File: config.mk
export PLATFORM = sky130hd
export DESIGN_NAME = c2sif_initiator
export DESIGN_NICKNAME = d
export VERILOG_FILES = /design/src/rtl/c2sif_initiator.sv
export SDC_FILE = /design/constraint.sdc
export NUM_CORES = 1
export LEC_CHECK = 0
export CAP_MARGIN = 20
export CORE_UTILIZATION = 40
export CTS_CLUSTER_DIAMETER = 50
export DETAILED_ROUTE_END_ITERATION = 12
export PLACE_DENSITY_LB_ADDON = 0.3
export REMOVE_ABC_BUFFERS = 1
export SETUP_SLACK_MARGIN = 0.05
export SYNTH_ARGS = -nofsm -noshare
export SYNTH_HDL_FRONTEND = slang
export SYNTH_SLANG_ARGS = --single-unit
File: constraint.sdc
create_clock -name clk -period 6.1 [get_ports clk]
set_input_delay 1.22 -clock clk [delete_from_list [all_inputs] [get_ports clk]]
set_output_delay 1.22 -clock clk [all_outputs]
set_load 0.03 [all_outputs]
File: src/rtl/c2sif_initiator.sv
// c2sif requester: takes one command at a time from a valid/ready port and runs
// the four-phase req/ack handshake against a synchronised ack, with per-phase timeout.
module c2sif_initiator #(
   parameter int ID_W        = 8,
   parameter int DATA_W      = 32,
   parameter int SYNC_STAGES = 2,
   parameter int TIMEOUT     = 1023
) (
   input  logic              clk,
   input  logic              rst,
   input  logic              cmd_valid,
   output logic              cmd_ready,
   input  logic [ID_W-1:0]   cmd_id,
   input  logic              cmd_fn,
   input  logic [DATA_W-1:0] cmd_wdata,
   output logic              req,
   output logic [ID_W-1:0]   id,
   output logic              fn,
   output logic [DATA_W-1:0] wdata,
   input  logic              ack,
   input  logic              ret,
   input  logic [DATA_W-1:0] rdata,
   output logic              rsp_valid,
   output logic              rsp_ret,
   output logic [DATA_W-1:0] rsp_rdata,
   output logic              rsp_timeout
);

   localparam int              CNT_W    = $clog2(TIMEOUT + 1);
   localparam logic [CNT_W-1:0] CNT_LAST = CNT_W'(TIMEOUT - 1);
   localparam logic [CNT_W-1:0] CNT_SAT  = {CNT_W{1'b1}};

   typedef enum logic [2:0] {
      S_IDLE,
      S_SETUP,
      S_REQ,
      S_REL,
      S_RSP
   } state_t;

   state_t r_state;
   state_t w_state_nxt;

   logic [SYNC_STAGES-1:0] r_ack_sync;
   logic [CNT_W-1:0]       r_cnt;
   logic [ID_W-1:0]        r_id;
   logic                   r_fn;
   logic [DATA_W-1:0]      r_wdata;
   logic                   r_req;
   logic                   r_cap_ret;
   logic [DATA_W-1:0]      r_cap_rdata;
   logic                   r_to;
   logic                   r_rsp_valid;
   logic                   r_rsp_ret;
   logic [DATA_W-1:0]      r_rsp_rdata;
   logic                   r_rsp_timeout;

   logic w_ack_s;
   logic w_cnt_last;
   logic w_cnt_clr;
   logic w_accept;
   logic w_cap;
   logic w_req_to;
   logic w_rel_to;
   logic w_to_final;

   assign w_ack_s    = r_ack_sync[SYNC_STAGES-1];
   assign w_cnt_last = (r_cnt == CNT_LAST);
   assign w_cnt_clr  = (w_state_nxt != r_state) &&
                       ((w_state_nxt == S_REQ) || (w_state_nxt == S_REL));
   assign w_to_final = r_to | w_rel_to;

   // ack comes from an unclocked or foreign-clock target; every decision uses w_ack_s
   always_ff @(posedge clk or posedge rst) begin
      if (rst) begin
         r_ack_sync <= '0;
      end else begin
         r_ack_sync <= {r_ack_sync[SYNC_STAGES-2:0], ack};
      end
   end

   always_ff @(posedge clk or posedge rst) begin
      if (rst) begin
         r_state <= S_IDLE;
      end else begin
         r_state <= w_state_nxt;
      end
   end

   always_comb begin
      w_state_nxt = r_state;
      w_accept    = 1'b0;
      w_cap       = 1'b0;
      w_req_to    = 1'b0;
      w_rel_to    = 1'b0;
      case (r_state)
         S_IDLE: begin
            if (cmd_valid) begin
               w_accept    = 1'b1;
               w_state_nxt = S_SETUP;
            end
         end
         S_SETUP: begin
            w_state_nxt = S_REQ;
         end
         S_REQ: begin
            // a stale ack still high on entry counts as the acknowledge
            if (w_ack_s) begin
               w_cap       = 1'b1;
               w_state_nxt = S_REL;
            end else if (w_cnt_last) begin
               w_req_to    = 1'b1;
               w_state_nxt = S_REL;
            end
         end
         S_REL: begin
            if (!w_ack_s) begin
               w_state_nxt = S_RSP;
            end else if (w_cnt_last) begin
               w_rel_to    = 1'b1;
               w_state_nxt = S_RSP;
            end
         end
         S_RSP: begin
            w_state_nxt = S_IDLE;
         end
         default: begin
            w_state_nxt = S_IDLE;
         end
      endcase
   end

   // phase counter: restarts on entry to REQ and REL, sticks at all-ones
   always_ff @(posedge clk or posedge rst) begin
      if (rst) begin
         r_cnt <= '0;
      end else if (w_cnt_clr) begin
         r_cnt <= '0;
      end else if (((r_state == S_REQ) || (r_state == S_REL)) && (r_cnt != CNT_SAT)) begin
         r_cnt <= r_cnt + 1'b1;
      end
   end

   always_ff @(posedge clk or posedge rst) begin
      if (rst) begin
         r_id          <= '0;
         r_fn          <= 1'b0;
         r_wdata       <= '0;
         r_req         <= 1'b0;
         r_cap_ret     <= 1'b0;
         r_cap_rdata   <= '0;
         r_to          <= 1'b0;
         r_rsp_valid   <= 1'b0;
         r_rsp_ret     <= 1'b0;
         r_rsp_rdata   <= '0;
         r_rsp_timeout <= 1'b0;
      end else begin
         if (w_accept) begin
            r_id    <= cmd_id;
            r_fn    <= cmd_fn;
            r_wdata <= cmd_wdata;
            r_to    <= 1'b0;
         end
         if (w_cap) begin
            r_cap_ret   <= ret;
            r_cap_rdata <= r_fn ? rdata : '0;
         end
         if (w_req_to) begin
            r_to <= 1'b1;
         end
         r_req       <= (w_state_nxt == S_REQ);
         r_rsp_valid <= (w_state_nxt == S_RSP);
         // response fields are only non-zero during the single RSP cycle
         if (w_state_nxt == S_RSP) begin
            r_rsp_ret     <= w_to_final | r_cap_ret;
            r_rsp_rdata   <= w_to_final ? '0 : r_cap_rdata;
            r_rsp_timeout <= w_to_final;
         end else begin
            r_rsp_ret     <= 1'b0;
            r_rsp_rdata   <= '0;
            r_rsp_timeout <= 1'b0;
         end
      end
   end

   assign cmd_ready   = (r_state == S_IDLE);
   assign req         = r_req;
   assign id          = r_id;
   assign fn          = r_fn;
   assign wdata       = r_wdata;
   assign rsp_valid   = r_rsp_valid;
   assign rsp_ret     = r_rsp_ret;
   assign rsp_rdata   = r_rsp_rdata;
   assign rsp_timeout = r_rsp_timeout;

endmodule

# Yosys cells after proc, flatten, opt, wreduce, memory -nomap -nowiden
# Index checks and enable logic that the tools add are counted.
# totals
register_bits	126
word_cells	57
output_inout_bits	78
input_bits	78
# op_classes
eq_ne	9
mux	24
n_addsub	1
n_bitwise	2
n_reduce_logical	7
# op_table
op	n
$mux 32	3
$mux 10	2
$mux 3	5
$mux 1	13
$eq 3x2->1 const B	4
$pmux 3 s4	1
$add 10x1->10 const B	1
$eq 10x10->1 const B	1
$ne 10x10->1 const B	1
$reduce_bool 2->1	2
$eq 3x1->1 const B	1
$eq 3x3->1 const B	1
$logic_not 3->1	1
$ne 3x3->1	1
$logic_and 1x1->1	2
$logic_or 1x1->1	2
$or 1x1->1	2

# Depth between registers and ports, before layout
# logic_depth
depth_word	8
ltp_mapped	7
ltp_nobuf	5

# Worst setup path before layout
# OpenSTA, ideal clock, no wires.
# synth_path
path_kind	reg2out
startpoint	register r_state[1]
endpoint	output port cmd_ready
arrival_time_ns	0.841
path_buffers	1
t_required_ns	4.880
setup_slack_ns	4.039
path_stages_with_launch	3
cell_sequence	dfrtp_1 buf_4 nor3_4
# synth_between
elab_chain_cells	1
# synth_rtl
element	line	source
from (decl)	41	state_t r_state;
from (signal assigned)	86	r_state <= w_state_nxt;
$logic_not 3->1	186	assign cmd_ready = (r_state == S_IDLE);
to (decl)	12	output logic cmd_ready,
# No other way between the ends.

# Worst setup path in the final report
# Ends and elaborated chain as after synthesis.

==> results.toml <==
[floorplanning]
io_pins = 156
die-height_um = 113
start_util_pct = 41.2
core-area_um2 = 12000
rows = 40
die_area_um2 = 12800
die_w_um = 113

[timing]
worst_slew_pin_slew_ps = 988
finalHoldViolCount = 0
fin_crit_sh_pct = 49.8
final.min_clock_period_ps = 3040
final_max_slew_viol_count = 0
skew_ps = 5.67
relSlewSlack_pct = 33.9
max_freq_ghz = 0.329
finalSetupTns_ps = 0
grt_setup_unrepaired = "no"
setup_viol = 0

[critical_path]
path_cells = "nor3_4, clkdlybuf4s50_1"
end_kind = "output port"
worstPathRequired_ps = 4880
worstSetupPathType = "reg2out"
critPathArrivalTime_ps = 1820
cp_top_family = "buffers and inverters"
cpPeakStageDelay_ps = 690
path_buf_inv = 1
r2r_cells = 3
worstSetupPathDepth = 2
crit_slowest_cell = "clkdlybuf4s50_1"
critical_path.startpoint_type = "flip-flop"
crit_fanout = 9

[layout]
layout-drive-gt1-share_pct = 14.0
postLayoutCoreUtil_pct = 59.6
syn2layout_area_growth_pct = 44.8
final_nets = 630
num_antenna_cells = 0
final_cells = 710
fill_cells = 990

[global_route]
grt_pass1_vias = 3391
grt_antenna_before_repair = 0
grt.overflow.total = 0
grt_start_max_net_pins = 75
grt_use_total_pct = 17.5
grt_pass1_wl_um = 17100

[pwr]
fin_total_pwr_mw = 3.55
max-vdd-ir-drop_mv = 0.198
clkPwrFrac_pct = 29.3
power_frac_seq_pct = 34.9
p_comb_share_pct = 35.8
switchingPower_mw = 1.22
p_per_area_nw_per_um2 = 495
switching_share_pct = 34.5
internal_power_mw = 2.32
p_leak_nw = 3.12

[route]
via_count = 3454
wl_per_cell_um = 14.8
wl_um = 10500
drtPass1Iterations = 4
viasPerCell = 4.86
drc = 0
drtAntennaViolNets = 0
first_iter_violations = 177

[clock_network]
cts_hold_buf = 0
cts_buffers = 17
clk_latency_ps = 410
cts_tree = "built"
cts_max_path_buffers = 2
clock_tree.htree_level_count = 4
cts_sinks = 126
cts_resized = 0
clk_pin_slew_ps = 60
postCtsSetupBuffers = 0
cts_root_buffer = "clkbuf_16"

[logic_synthesis]
synth.area.top_cells = "dfrtp_1, mux2_2, nand2_1"
synth_cells = 395
yosys_warnings = 0
synth_area_um2 = 4950
async_flop_share_pct = 100
synth_cell_types = 45
synthTopCellsByCount = "dfrtp_1, nand2_1, o21ai_0"
synth_edf_count = 0
ys_ff_latch = 126
seq_area_frac_synth_pct = 63.7
avgSynthCellArea_um2 = 12.5
synth_most_common_cell = "dfrtp_1"
synth_top_cell_area_share_pct = 63.7
yosysTopAreaCell = "dfrtp_1"
synth_ff_type = "dfrtp_1"

[worst_hold_path]
min_path_type = "reg2reg"
hold_depth = 0

[placement]
globalplace.congestion = 0.788
dp_cells = 678
numPortBuffers = 155
dp_hpwl_um = 6970

[outcome]
status = "complete, no violations"

[flow_run]
drv_cap = 0
[flip-flops by register name, indices dropped and copies added (netlist names)]
signal       flops
r_cap_ret        1
r_state          3
id               8
rsp_valid        1
wdata           32
rsp_rdata       32
rsp_timeout      1
rsp_ret          1
r_cap_rdata     32
fn               1
r_cnt           10
r_to             1
req              1
r_ack_sync       2
[layout by cell type, fill, tap and decap left out, drive strengths merged, types with 2 or more instances in the layout]
master	instances
dfrtp	126
and4b	2
and2	33
nor2b	2
clkinv	5
inv	7
a21oi	7
nor2	9
a211oi	4
buf	3
ha	2
nand3b	2
or2	2
o21ai	34
nor3	6
nand2	69
mux2	43
a31oi	2
nand4	3
clkdlybuf4s50	155
bufinv	3
nand3	2
clkbuf	19
and3	2
clkinvlp	3
mux2i	2
[area by class of cell]
class | instances | area, µm² | area share, %
Tap cell | 147 | 184 | 2.57
Clock inverter | 13 | 163 | 2.27
Inverter | 5 | 21.3 | 0.297
Multi-Input combinational cell | 242 | 1610 | 22.5
Timing Repair Buffer | 158 | 1570 | 22.0
Clock buffer | 19 | 453 | 6.32
Sequential cell | 126 | 3150 | 44.0
[metrics by stage]
step,setup WS (ps),cell area (µm²),hold slack [ps]
after global placement,3060,6550,335
final,3060,7160,351
after floorplan,1520,4780,331
after global routing,2990,7160,362
after CTS,3050,7160,359
after detailed placement,3000,6550,346
[cells by family (layout without fill, tap and decap cells)]
family | count (synthesis) | after routing | synth area share [%]
AO/OA/AOI/OAI | 56 | 56 | 7.06
XOR/XNOR | 2 | 2 | 0.354
adder cells (fa/ha/maj) | 2 | 2 | 0.506
buffers and inverters | 27 | 195 | 3.64
flip-flops | 126 | 126 | 63.7
multiplexers | 45 | 45 | 10.2
AND/OR/NAND/NOR | 137 | 137 | 14.5
[power groups by stage]
stage,combinational (mW),sequential (mW),clock [mW]
after global routing,1.36,1.27,1.10
after global placement,1.26,1.24,0
after CTS,1.29,1.24,1.05
after floorplan,0.424,1.58,0
after detailed placement,1.28,1.25,0
final,1.27,1.24,1.04
[layer usage]
metal,wire length [µm],track usage (%),vias to the layer above
met5,0,0,-
met4,122,6.32,0
met3,719,5.89,11
met2,4730,26.1,134
met1,4920,23.8,1664
li1,-,-,1645
[final timing paths]
path | slack [ps] | start | endpoint
min in group asynchronous | 1360 | rst | id[5]$_DFFE_PP0P_
setup / recovery | 3060 | r_state[1]$_DFF_PP0_ | cmd_ready
max in group asynchronous | 3550 | rst | rsp_rdata[9]$_DFF_PP0_
hold / removal | 350 | r_ack_sync[0]$_DFF_PP0_ | r_ack_sync[1]$_DFF_PP0_
hold reg to reg | 350 | r_ack_sync[0]$_DFF_PP0_ | r_ack_sync[1]$_DFF_PP0_
setup reg to reg | 3990 | r_state[1]$_DFF_PP0_ | wdata[26]$_DFFE_PP0P_
Power figures use the tool's default switching activity.
